$ cat src/rtl/uart_tx_arbiter.sv
// uart_tx_arbiter: grants one of two byte requesters to a single UART transmitter.
// Optional feature macro ARB_ROUND_ROBIN_EN: round-robin tie breaking (default build: req0 fixed priority).
module uart_tx_arbiter #(
    parameter int GUARD_CYCLES = 2,
    parameter int BURST_MAX    = 4,
    parameter int BUSY_TIMEOUT = 15
) (
    input  logic       clk,
    input  logic       rst,
    input  logic       req0,
    input  logic       req1,
    input  logic [7:0] data0,
    input  logic [7:0] data1,
    output logic       ack0,
    output logic       ack1,
    output logic       tx_start,
    output logic [7:0] tx_data,
    input  logic       tx_busy,
    output logic       owner,
    output logic       err_timeout
);

    localparam int BW = (BURST_MAX < 2) ? 1 : $clog2(BURST_MAX + 1);
    localparam int TW = (BUSY_TIMEOUT < 2) ? 1 : $clog2(BUSY_TIMEOUT + 1);
    localparam int GW = (GUARD_CYCLES < 2) ? 1 : $clog2(GUARD_CYCLES + 1);
    localparam logic [BW-1:0] BURST_LIM  = BW'(BURST_MAX);
    localparam logic [TW-1:0] TMO_LAST   = (BUSY_TIMEOUT < 2) ? {TW{1'b0}} : TW'(BUSY_TIMEOUT - 1);
    localparam logic [GW-1:0] GUARD_LAST = (GUARD_CYCLES < 2) ? {GW{1'b0}} : GW'(GUARD_CYCLES - 1);

    typedef enum logic [2:0] {
        IDLE      = 3'd0,
        LOAD      = 3'd1,
        START     = 3'd2,
        WAIT_BUSY = 3'd3,
        WAIT_DONE = 3'd4,
        GUARD     = 3'd5
    } state_t;

    state_t        state_q, state_d;
    logic          owner_q, owner_d;
    logic [BW-1:0] burst_q, burst_d;
    logic [TW-1:0] tmr_q, tmr_d;
    logic [GW-1:0] guard_q, guard_d;
    logic [7:0]    tx_data_q, tx_data_d;
    logic          ack0_q, ack0_d;
    logic          ack1_q, ack1_d;
    logic          tx_start_q, tx_start_d;
    logic          err_q, err_d;

    logic          has_grant_s;
    logic          winner_s;
    logic [BW-1:0] burst_nxt_s;

    // Winner selection and burst bookkeeping; a zero burst count means no grant since reset.
    always_comb begin
        has_grant_s = (burst_q != {BW{1'b0}});
        winner_s    = 1'b0;
        burst_nxt_s = burst_q;
        if (req0 && req1) begin
            if (burst_q >= BURST_LIM) begin
                winner_s = ~owner_q;
            end else begin
`ifdef ARB_ROUND_ROBIN_EN
                winner_s = has_grant_s ? ~owner_q : 1'b0;
`else
                winner_s = 1'b0;
`endif
            end
        end else if (req1) begin
            winner_s = 1'b1;
        end else begin
            winner_s = 1'b0;
        end
        if (!has_grant_s || (winner_s != owner_q)) begin
            burst_nxt_s = BW'(1);
        end else if (burst_q >= BURST_LIM) begin
            burst_nxt_s = BURST_LIM;
        end else begin
            burst_nxt_s = burst_q + BW'(1);
        end
    end

    // Next-state and next-output logic; pulse outputs are registered so they are high during the target state.
    always_comb begin
        state_d    = state_q;
        owner_d    = owner_q;
        burst_d    = burst_q;
        tmr_d      = tmr_q;
        guard_d    = guard_q;
        tx_data_d  = tx_data_q;
        ack0_d     = 1'b0;
        ack1_d     = 1'b0;
        tx_start_d = 1'b0;
        err_d      = 1'b0;
        case (state_q)
            IDLE: begin
                if ((req0 || req1) && !tx_busy) begin
                    state_d   = LOAD;
                    owner_d   = winner_s;
                    burst_d   = burst_nxt_s;
                    tx_data_d = winner_s ? data1 : data0;
                    ack0_d    = ~winner_s;
                    ack1_d    = winner_s;
                end else begin
                    state_d = IDLE;
                end
            end
            LOAD: begin
                state_d    = START;
                tx_start_d = 1'b1;
            end
            START: begin
                state_d = WAIT_BUSY;
                tmr_d   = TW'(1);
            end
            WAIT_BUSY: begin
                if (tx_busy) begin
                    state_d = WAIT_DONE;
                end else if (tmr_q >= TMO_LAST) begin
                    state_d = GUARD;
                    guard_d = {GW{1'b0}};
                    err_d   = 1'b1;
                end else begin
                    tmr_d = tmr_q + TW'(1);
                end
            end
            WAIT_DONE: begin
                if (!tx_busy) begin
                    state_d = GUARD;
                    guard_d = {GW{1'b0}};
                end else begin
                    state_d = WAIT_DONE;
                end
            end
            GUARD: begin
                if (guard_q >= GUARD_LAST) begin
                    state_d = IDLE;
                end else begin
                    guard_d = guard_q + GW'(1);
                end
            end
            default: begin
                state_d = IDLE;
            end
        endcase
    end

    // State and output registers.
    always_ff @(posedge clk or posedge rst) begin
        if (rst) begin
            state_q    <= IDLE;
            owner_q    <= 1'b0;
            burst_q    <= {BW{1'b0}};
            tmr_q      <= {TW{1'b0}};
            guard_q    <= {GW{1'b0}};
            tx_data_q  <= 8'h00;
            ack0_q     <= 1'b0;
            ack1_q     <= 1'b0;
            tx_start_q <= 1'b0;
            err_q      <= 1'b0;
        end else begin
            state_q    <= state_d;
            owner_q    <= owner_d;
            burst_q    <= burst_d;
            tmr_q      <= tmr_d;
            guard_q    <= guard_d;
            tx_data_q  <= tx_data_d;
            ack0_q     <= ack0_d;
            ack1_q     <= ack1_d;
            tx_start_q <= tx_start_d;
            err_q      <= err_d;
        end
    end

    assign ack0        = ack0_q;
    assign ack1        = ack1_q;
    assign tx_start    = tx_start_q;
    assign tx_data     = tx_data_q;
    assign owner       = owner_q;
    assign err_timeout = err_q;

endmodule

$ cat config.mk
export PLATFORM = sky130hd
export DESIGN_NAME = uart_tx_arbiter
export DESIGN_NICKNAME = d
export VERILOG_FILES = /design/src/rtl/uart_tx_arbiter.sv
export SDC_FILE = /design/constraint.sdc
export NUM_CORES = 1
export LEC_CHECK = 0
export ABC_AREA = 1
export CAP_MARGIN = 15
export CORE_AREA = 2 2 69 55
export CTS_BUF_LIST = sky130_fd_sc_hd__clkbuf_4 sky130_fd_sc_hd__clkbuf_8 sky130_fd_sc_hd__clkbuf_16
export CTS_CLUSTER_SIZE = 10
export DETAILED_ROUTE_END_ITERATION = 16
export DIE_AREA = 0 0 71 57
export PLACE_DENSITY = 0.71
export SLEW_MARGIN = 20
export SYNTH_ARGS = -nofsm -noshare
export SYNTH_HDL_FRONTEND = slang
export SYNTH_SLANG_ARGS = --single-unit
$ cat constraint.sdc
create_clock -name clk -period 1.37 [get_ports clk]
set_input_delay 0.274 -clock clk [delete_from_list [all_inputs] [get_ports clk]]
set_output_delay 0.274 -clock clk [all_outputs]
set_load 0.01 [all_outputs]
## Word level (Yosys, flattened, before mapping)

Cells that the tools add are included.

- Input bits: 21
- Output and inout port bits: 13
- Word-level logic and storage cells: 73
- Bits in registers: 25

- Muxes and demuxes: 28
- Bitwise operators: 2
- Order comparisons: 3
- Reductions and logical operators: 14
- Add/subtract/negate cells: 3
- Eq/ne operators: 13

Operators by type and width:

| operator | number |
|---|---|
| 3-bit one-hot mux with 6 select lines | 1 |
| 3-bit two-way mux | 5 |
| 1-bit two-way mux | 13 |
| 2-bit != test (second input constant) | 6 |
| 2-bit two-way mux | 4 |
| 4-bit two-way mux | 2 |
| 8-bit two-way mux | 1 |
| 4-bit one-hot mux with 2 select lines | 1 |
| 3-bit by 2-bit equality test with 1-bit output (second input constant) | 2 |
| 3-bit equality test (second input constant) | 2 |
| 2-bit one-hot mux with 3 select lines | 1 |
| 3-bit nonzero test | 2 |
| 5-bit AND reduction | 1 |
| 4-bit by 1-bit adder with 4-bit output (second input constant) | 1 |
| 4-bit >= comparator (second input constant) | 1 |
| 2-bit AND reduction | 2 |
| 3-bit by 1-bit adder with 3-bit output (second input constant) | 1 |
| 3-bit by 1-bit equality test with 1-bit output (second input constant) | 1 |
| 3-bit >= comparator (second input constant) | 1 |
| 3-bit logical NOT | 1 |
| 3-bit != test (second input constant) | 1 |
| 3-bit AND reduction | 1 |
| 2-bit by 1-bit adder with 2-bit output (second input constant) | 1 |
| 2-bit by 1-bit >= comparator with 1-bit output (second input constant) | 1 |
| 6 further kinds | 10 |

## Depth between registers and ports, before layout

Gate-level depths: netlist of run 1.

- Word-level depth: 6
- Mapped depth: 8
- Mapped depth without buffers: 8

## Worst setup path after synthesis of run 1

OpenSTA, ideal clock, no wires.

- Path kind: flip-flop to flip-flop
- From: register tmr_q[1]
- To: register tmr_q[3]
- Clock period less this slack: 1266 ps
- Cell stages (with the launch flop): 8
- Path slack: 104 ps
- Path buffers: 0
- Data arrival time: 1148 ps
- Required time: 1252 ps
- Library setup time: 118 ps
- Cells stage by stage: dfrtp_1 -> ha_1 -> o21ai_4 -> nand2_2 -> nand2_2 -> nand2_2 -> nand2_1 -> nand2_1

- Cells in the longest elaborated chain, start to end: 4
- Elaborated cells on any way between the ends: 7
- Those cells by class: 1 x add/sub; 1 x order compare; 1 x eq/ne; 3 x mux; 1 x reduce/logical

Ends and longest elaborated chain:

| what | line | text |
|---|---|---|
| start: declaration | 42 | `logic [TW-1:0] tmr_q, tmr_d;` |
| start signal: assignment | 154 | `tmr_q <= {TW{1'b0}};` |
| start signal: assignment | 165 | `tmr_q <= tmr_d;` |
| 4-bit by 1-bit adder with 4-bit output | 124 | `tmr_d = tmr_q + TW'(1);` |
| 4-bit two-way mux | 119 | `end else if (tmr_q >= TMO_LAST) begin` |
| 4-bit two-way mux | 117 | `if (tx_busy) begin` |
| 4-bit one-hot mux with 2 select lines | 95 | `case (state_q)` |

Parallel ways exist; a longest one is shown, timed or not. The select of a mux whose other input is x is not followed.
A chain may end at the register's enable or synchronous reset.

## Worst setup path after layout of run 1

- From: register tmr_q[0]
- To: register tmr_q[3]

The elaborated chain is that of the path after synthesis.

==> summary.txt, run 1 <==
=====================================================================================
Outcome ................................................................    completed
Number of antenna violations at the first check in global routing ......            0
Pin count of the biggest net entering global routing ...................           26
Total power after layout ...............................................      3.17 mW
Global routing met1 resource utilization ...............................        21.4%
Crit path to ...........................................................     tmr_q[3]
Worst setup skew after layout ..........................................   0.00444 ns
Required arrival time at the worst endpoint ............................      1.53 ns
Endpoint of the lowest-slack register-to-register path .................     tmr_q[3]
Post-synthesis average cell area .......................................     8.15 µm²
Critical Path Source ...................................................     tmr_q[0]
Number of register bits inferred by synthesis ..........................           25
Post-route antenna net violation count .................................            0
Type of the worst setup path ........................................... register to register
Overall Global Routing Usage ...........................................        14.5%
Min Clock Period, post-route ...........................................      1.28 ns
DR iter-0 viols ........................................................           43
Clock tree from TritonCTS ..............................................          yes
Routability congestion estimate ........................................        0.754
Longest Clk Path Bufs ..................................................            2
Post-synth EDFFs .......................................................            0
Post-DP HPWL ...........................................................      2020 µm
Floorplan die area .....................................................     4050 µm²
Slew HR ................................................................        82.4%
Met2 usage .............................................................        21.2%
Buffer cell driving the clock tree root ................................ sky130_fd_sc_hd__clkbuf_8
Clock latency reported for the late side of the worst-skew pair ........      0.26 ns
Per-cell via count in the routed design ................................         4.53
Area added between synthesis and finish ................................        41.6%
Upper clock frequency limit ............................................      782 MHz
Final Instance Count excl. Fillers .....................................          253
Most frequent standard cell in the layout excluding fill and tap cells . sky130_fd_sc_hd__nand2_1
Wire length of the first global-routing pass ...........................      4650 µm
Share of flip-flops with an asynchronous set or reset after synthesis ..         100%
Total number of yosys warnings .........................................            0
Synth Instances ........................................................          163
Number of max-slew violations in the final report ......................            0
Final Hold Vio Count ...................................................            0
Cell types with the largest area share after synthesis ................. sky130_fd_sc_hd__dfrtp_1 (47%), sky130_fd_sc_hd__nand2_1 (17%), sky130_fd_sc_hd__nand3_1 (7.5%)
Initial core utilization ...............................................        38.5%
TritonRoute pass-1 iters ...............................................            4
Total via count in the routed design ...................................        1,147
Post-Place Cells .......................................................          247
Worst Max-Slew Pin Slew ................................................     0.264 ns
Post-synthesis sequential area ratio ...................................        47.1%
Number of fill cells ...................................................          325
CTS H-tree lvls ........................................................            1
FF-to-FF Start .........................................................     tmr_q[0]
Setup crit end kind ....................................................     register
Antenna diode count ....................................................            0
Total Nets Final .......................................................          238
Inserted Clock Buffers .................................................            3
Horiz. Die Dim .........................................................        71 µm
Most area-hungry cell type in the Yosys netlist ........................ sky130_fd_sc_hd__dfrtp_1
Floorplan Core Area ....................................................     3450 µm²
Critical path fanouts, max .............................................            4
Highest-count cells in the layout ignoring fill and taps ............... sky130_fd_sc_hd__nand2_1 (59), sky130_fd_sc_hd__dfrtp_1 (24), sky130_fd_sc_hd__inv_1 (19), sky130_fd_sc_hd__nand3_1 (19), sky130_fd_sc_hd__clkdlybuf4s50_1 (18)
Instance area after placement ..........................................     1790 µm²
Number of top-level pins ...............................................           34
Residual overflow from global routing ..................................            0
Crit path DAT ..........................................................      1.44 ns
Post-synthesis net count ...............................................          189
Layer with the highest usage after global routing ......................         met1
Min-Delay Path Class ................................................... input pin to async pin
Number of core rows ....................................................           19
Most used flip-flop cell after synthesis ............................... sky130_fd_sc_hd__dfrtp_1
Die boundary height ....................................................        57 µm
Post-layout instance area ..............................................     1880 µm²
Post-route fraction of the period consumed by the critical path ........        93.3%
Number of max-cap violations ...........................................            0
Synthesized cell area ..................................................     1330 µm²
Reg2Reg Setup Slack ....................................................      0.09 ns
Number of clock sinks ..................................................           25
# DRC ..................................................................            0
Routed wire per std cell ...............................................      11.0 µm
Area share of the largest cell type after synthesis ....................        47.1%
Pwr per Cell Area ......................................................  1690 nW/µm²
Depth of the worst register-to-register path ...........................            8
GR Util met3 ...........................................................        3.71%
CTS clk-pin slew, worst paths ..........................................      0.08 ns
Startpoint Class .......................................................     register
Number of global-route vias before repair ..............................        1,060
Unrepaired setup endpoints after global routing ........................        false
Fraction of layout cells with a size suffix above 1 ....................        14.7%
Number of different library cells in the post-synthesis netlist ........           24
IR drop worst, VDD .....................................................   0.000678 V
Final setup violation count ............................................            0
Total Routed Length ....................................................      2780 µm
Static leakage .........................................................     0.986 nW
Number of hold buffers added after CTS .................................            0
Count of buffers inserted at the top-level ports .......................           33
=====================================================================================
-- layer usage --
layer  up-vias  wire, µm
met4         0        27
met3         2       110
met2        23      1160
met5         -         0
li1        618         -
met1       504      1480
-- kinds of logic (layout without fill, tap and decap cells) --
logic type / after synthesis / after routing / synth area share [%]
AO/OA/AOI/OAI: 10 / 11 / 6.50
flip-flops: 25 / 25 / 47.1
XOR/XNOR: 1 / 1 / 0.659
adder cells (fa/ha/maj): 5 / 5 / 4.71
AND/OR/NAND/NOR: 100 / 100 / 34.4
buffers and inverters: 22 / 69 / 6.69
-- flip-flops by register name, summed over array words and instances, names as in the netlist, 2 cells and up --
name	flops
state_q	3
tmr_q	4
tx_data	8
burst_q	3
guard_q	2
-- how the worst min path moves through the flow --
| stage | from | slack, ns | end | cells past startpoint |
|---|---|---|---|---|
| finish | rst | 0.33 | guard_q[0] | 3 |
| global route | rst | 0.35 | tmr_q[3] | 3 |
| CTS | rst | 0.33 | tmr_q[2] | 3 |
| detailed placement | guard_q[1] | 0.47 | guard_q[1] | 2 |
| global placement | guard_q[1] | 0.46 | guard_q[1] | 2 |
| floorplan | rst | 0.30 | ack0 | 1 |
-- what timing repair did --
item | CTS | global route
pin swaps | 0 | 1
setup buffers | 0 | 1
setup endpoints to repair | 13 | 16
cloned | 0 | 1
resized for setup | 13 | 7
-- layout make-up --
type,instances,area (µm²),area share [%]
flip-flops and latches,25,627,33.3
repair buffers,44,427,22.7
well taps,42,52.6,2.79
multi-input cells,117,643,34.2
inverters,21,83.8,4.45
clock buffers,4,48.8,2.59
-- worst max-delay path, stage by stage (launching register included) --
cell and delay, ns:
sky130_fd_sc_hd__dfrtp_1 0.34, sky130_fd_sc_hd__inv_1 0.06, sky130_fd_sc_hd__ha_1 0.22, sky130_fd_sc_hd__o21ai_4 0.19, sky130_fd_sc_hd__nand2_4 0.09, sky130_fd_sc_hd__nand2_4 0.08, sky130_fd_sc_hd__nand2_2 0.08, sky130_fd_sc_hd__nand2_1 0.06
sky130_fd_sc_hd__nand2_1 0.05
-- Yosys cell counts, types with 2 or more instances --
library cell and instances:
sky130_fd_sc_hd__a21oi_1 4, sky130_fd_sc_hd__a21oi_4 2, sky130_fd_sc_hd__dfrtp_1 25, sky130_fd_sc_hd__ha_1 5
sky130_fd_sc_hd__inv_1 19, sky130_fd_sc_hd__nand2_1 59, sky130_fd_sc_hd__nand2_2 4, sky130_fd_sc_hd__nand3_1 20
sky130_fd_sc_hd__nand3_2 2, sky130_fd_sc_hd__nand4_1 4, sky130_fd_sc_hd__nor2_1 6
-- metrics by stage --
step           setup TNS, ns  util (%)  worst slack (ns)  hold slack (ns)
6_report                   0      54.6            0.0912            0.326
5_1_grt                    0      54.6           0.00137            0.348
3_5_place_dp           -3.16      52.1            -0.268            0.468
4_1_cts                    0      53.0            0.0247            0.325
3_3_place_gp           -2.64      52.1            -0.223            0.464
2_1_floorplan              0         -             0.104            0.301
-- power breakdown --
group | internal (mW) | switching, mW | total, mW
clock network | 0.227 | 0.214 | 0.441
logic | 0.668 | 0.843 | 1.51
registers | 1.01 | 0.208 | 1.22
Note: power is estimated with default switching activity, not from simulation.
==> run 2: changes to the inputs <==
RECOVER_POWER = 50   (was unset)
SKIP_CTS_REPAIR_TIMING = 1   (was unset)
==> run 2 against run 1 <==
Via count increased by 0.70%; final cell count grew 0.40%; clock power shrank 1%; clock-buffer cell count unchanged; critical path type unchanged.
==> summary.txt, run 2 (synthesis gave the netlist of run 1 again) <==
=====================================================================================
Outcome ................................................................    completed   unchanged
Die boundary height ....................................................        57 µm   unchanged
Min Clock Period, post-route ...........................................      1.28 ns   about the same
Static leakage .........................................................      1.07 nW   was 0.986 nW
Number of flip-flops in the largest register ...........................            8   unchanged
Wire length of the first global-routing pass ...........................      4680 µm   was 4650 µm
Overall Global Routing Usage ...........................................        14.6%   was 14.5%
Source of the worst hold timing path ...................................   guard_q[1]
CTS clk-pin slew, worst paths ..........................................      0.08 ns   about the same
Clock latency reported for the late side of the worst-skew pair ........      0.26 ns   about the same
Post-route antenna net violation count .................................            0   unchanged
Total Routed Length ....................................................      2810 µm   was 2780 µm
Required arrival time at the worst endpoint ............................      1.53 ns   about the same
Inserted Clock Buffers .................................................            3   unchanged
Delay-heaviest family, CP .............................................. simple AND/OR/NAND/NOR gates   unchanged
Buffer cell driving the clock tree root ................................ sky130_fd_sc_hd__clkbuf_8   unchanged
Number of clock sinks ..................................................           25   unchanged
Upper clock frequency limit ............................................      782 MHz   about the same
Highest-count cells in the layout ignoring fill and taps ............... sky130_fd_sc_hd__nand2_1 (59), sky130_fd_sc_hd__dfrtp_1 (24), sky130_fd_sc_hd__inv_1 (19), sky130_fd_sc_hd__nand3_1 (19), sky130_fd_sc_hd__clkdlybuf4s50_1 (17)   was sky130_fd_sc_hd__nand2_1 (59), sky130_fd_sc_hd__dfrtp_1 (24), sky130_fd_sc_hd__inv_1 (19), sky130_fd_sc_hd__nand3_1 (19), sky130_fd_sc_hd__clkdlybuf4s50_1 (18)
Min-Delay Path Class ................................................... register to register   was input pin to async pin
Maximum cell stage delay along the critical path .......................      0.34 ns   about the same
Antenna diode count ....................................................            0   unchanged
Instance area after placement ..........................................     1790 µm²   unchanged
Worst path bufs/invs ...................................................            1   unchanged
Pin count of the biggest net entering global routing ...................           26   unchanged
Total power after layout ...............................................      3.24 mW   was 3.17 mW
Type of the worst setup path ........................................... register to register   unchanged
Fin util ...............................................................        55.6%   was 54.6%
Critical path fanouts, max .............................................            4   unchanged
Pwr per Cell Area ......................................................  1690 nW/µm²   about the same
Crit path max-delay cell type .......................................... sky130_fd_sc_hd__dfrtp_1   unchanged
Final Hold Vio Count ...................................................            0   unchanged
Hold_ws ................................................................     0.482 ns   was 0.326 ns
Worst setup skew after layout ..........................................   0.00299 ns   was 0.00444 ns
Reg2Reg Setup Slack ....................................................      0.09 ns   about the same
FF-to-FF Start .........................................................     tmr_q[0]   unchanged
Longest Clk Path Bufs ..................................................            2   unchanged
Critical Path Source ...................................................     tmr_q[0]   unchanged
# DRC ..................................................................            0   unchanged
Cell breakdown of the critical path .................................... inv_1 > ha_1 > o21ai_4 > nand2_4 > nand2_4 > nand2_2 > nand2_1 > nand2_1   unchanged
Number of max-cap violations ...........................................            0   unchanged
Worst Max-Slew Pin Slew ................................................     0.618 ns   was 0.264 ns
Setup crit end kind ....................................................     register   unchanged
Endpoint of the lowest-slack register-to-register path .................     tmr_q[3]   unchanged
Clock tree from TritonCTS ..............................................          yes   unchanged
Final total negative setup slack .......................................         0 ns   unchanged
Startpoint Class .......................................................     register   unchanged
Count of buffers inserted at the top-level ports .......................           33   unchanged
IR drop worst, VDD .....................................................   0.000699 V   was 0.000678 V
Crit path DAT ..........................................................      1.43 ns   was 1.44 ns
Floorplan die area .....................................................     4050 µm²   unchanged
Initial core utilization ...............................................        38.5%   unchanged
Per-cell via count in the routed design ................................         4.55   was 4.53
Number of top-level pins ...............................................           34   unchanged
Routed wire per std cell ...............................................      11.1 µm   was 11.0 µm
Final setup violation count ............................................            0   unchanged
Horiz. Die Dim .........................................................        71 µm   unchanged
Routability congestion estimate ........................................        0.754   unchanged
Post-route fraction of the period consumed by the critical path ........        93.3%   about the same
CTS H-tree lvls ........................................................            1   unchanged
Residual overflow from global routing ..................................            0   unchanged
Floorplan Core Area ....................................................     3450 µm²   unchanged
Critical path depth in cells ...........................................            8   unchanged
Post-layout instance area ..............................................     1920 µm²   was 1880 µm²
Most frequent standard cell in the layout excluding fill and tap cells . sky130_fd_sc_hd__nand2_1   unchanged
Total via count in the routed design ...................................        1,155   was 1,147
Terminating pin of the worst hold path .................................   guard_q[1]
Total Nets Final .......................................................          239   was 238
Area added between synthesis and finish ................................        44.2%   was 41.6%
Number of core rows ....................................................           19   unchanged
Fraction of layout cells with a size suffix above 1 ....................        15.1%   was 14.7%
Depth of the worst register-to-register path ...........................            8   unchanged
Number of antenna violations at the first check in global routing ......            0   unchanged
Number of fill cells ...................................................          316   was 325
Number of max-slew violations in the final report ......................            0   unchanged
Hold-critical path depth ...............................................            2
DR iter-0 viols ........................................................           47   was 43
Slew HR ................................................................        58.8%   was 82.4%
Unrepaired setup endpoints after global routing ........................        false   unchanged
Post-DP HPWL ...........................................................      2020 µm   unchanged
Number of global-route vias before repair ..............................        1,070   was 1,060
TritonRoute pass-1 iters ...............................................            4   unchanged
=====================================================================================
[run 2: metrics by stage]
stage                     std cells  setup WS [ns]
final                           254         0.0914
after global routing            254        0.00317
after CTS                       251         -0.131
after detailed placement        247         -0.268
after global placement          247         -0.223
after floorplan                 163          0.104
[run 2: routing by layer]
layer	vias up	track usage, %	routed length (µm)
met4	0	4.04	27
met1	510	21.6	1480
met2	23	21.2	1190
met5	-	0	0
li1	620	-	-
met3	2	3.71	119
[run 2: where the power goes]
| part | switching, mW | total, mW | internal, mW |
|---|---|---|---|
| logic | 0.845 | 1.58 | 0.733 |
| clock network | 0.209 | 0.436 | 0.227 |
| registers | 0.209 | 1.22 | 1.01 |
[run 2: layout make-up]
cell class / count / area [µm²] / share of cell area (%)
repair buffers: 45 / 460 / 24.0
multi-input cells: 117 / 643 / 33.6
well taps: 42 / 52.6 / 2.74
clock buffers: 4 / 48.8 / 2.55
inverters: 21 / 83.8 / 4.38
flip-flops and latches: 25 / 627 / 32.7
[run 2: how the worst max path moves through the flow]
stage | to
after floorplan | tmr_q[3]
after global placement | tx_data[0]
after detailed placement | tx_data[2]
after CTS | owner
after global routing | tx_data[2]
final | tmr_q[3]
[run 2: worst min-delay path, stage by stage, from the launching register on]
cell and delay, ns:
sky130_fd_sc_hd__dfrtp_1 0.35, sky130_fd_sc_hd__nand2_1 0.05, sky130_fd_sc_hd__nand2_1 0.05
==> run 3: changes to the inputs <==
SLEW_MARGIN = 10   (was 20)
==> results of run 3 <==
Same layout as run 2: the final DEF is identical, and so are final timing and power.
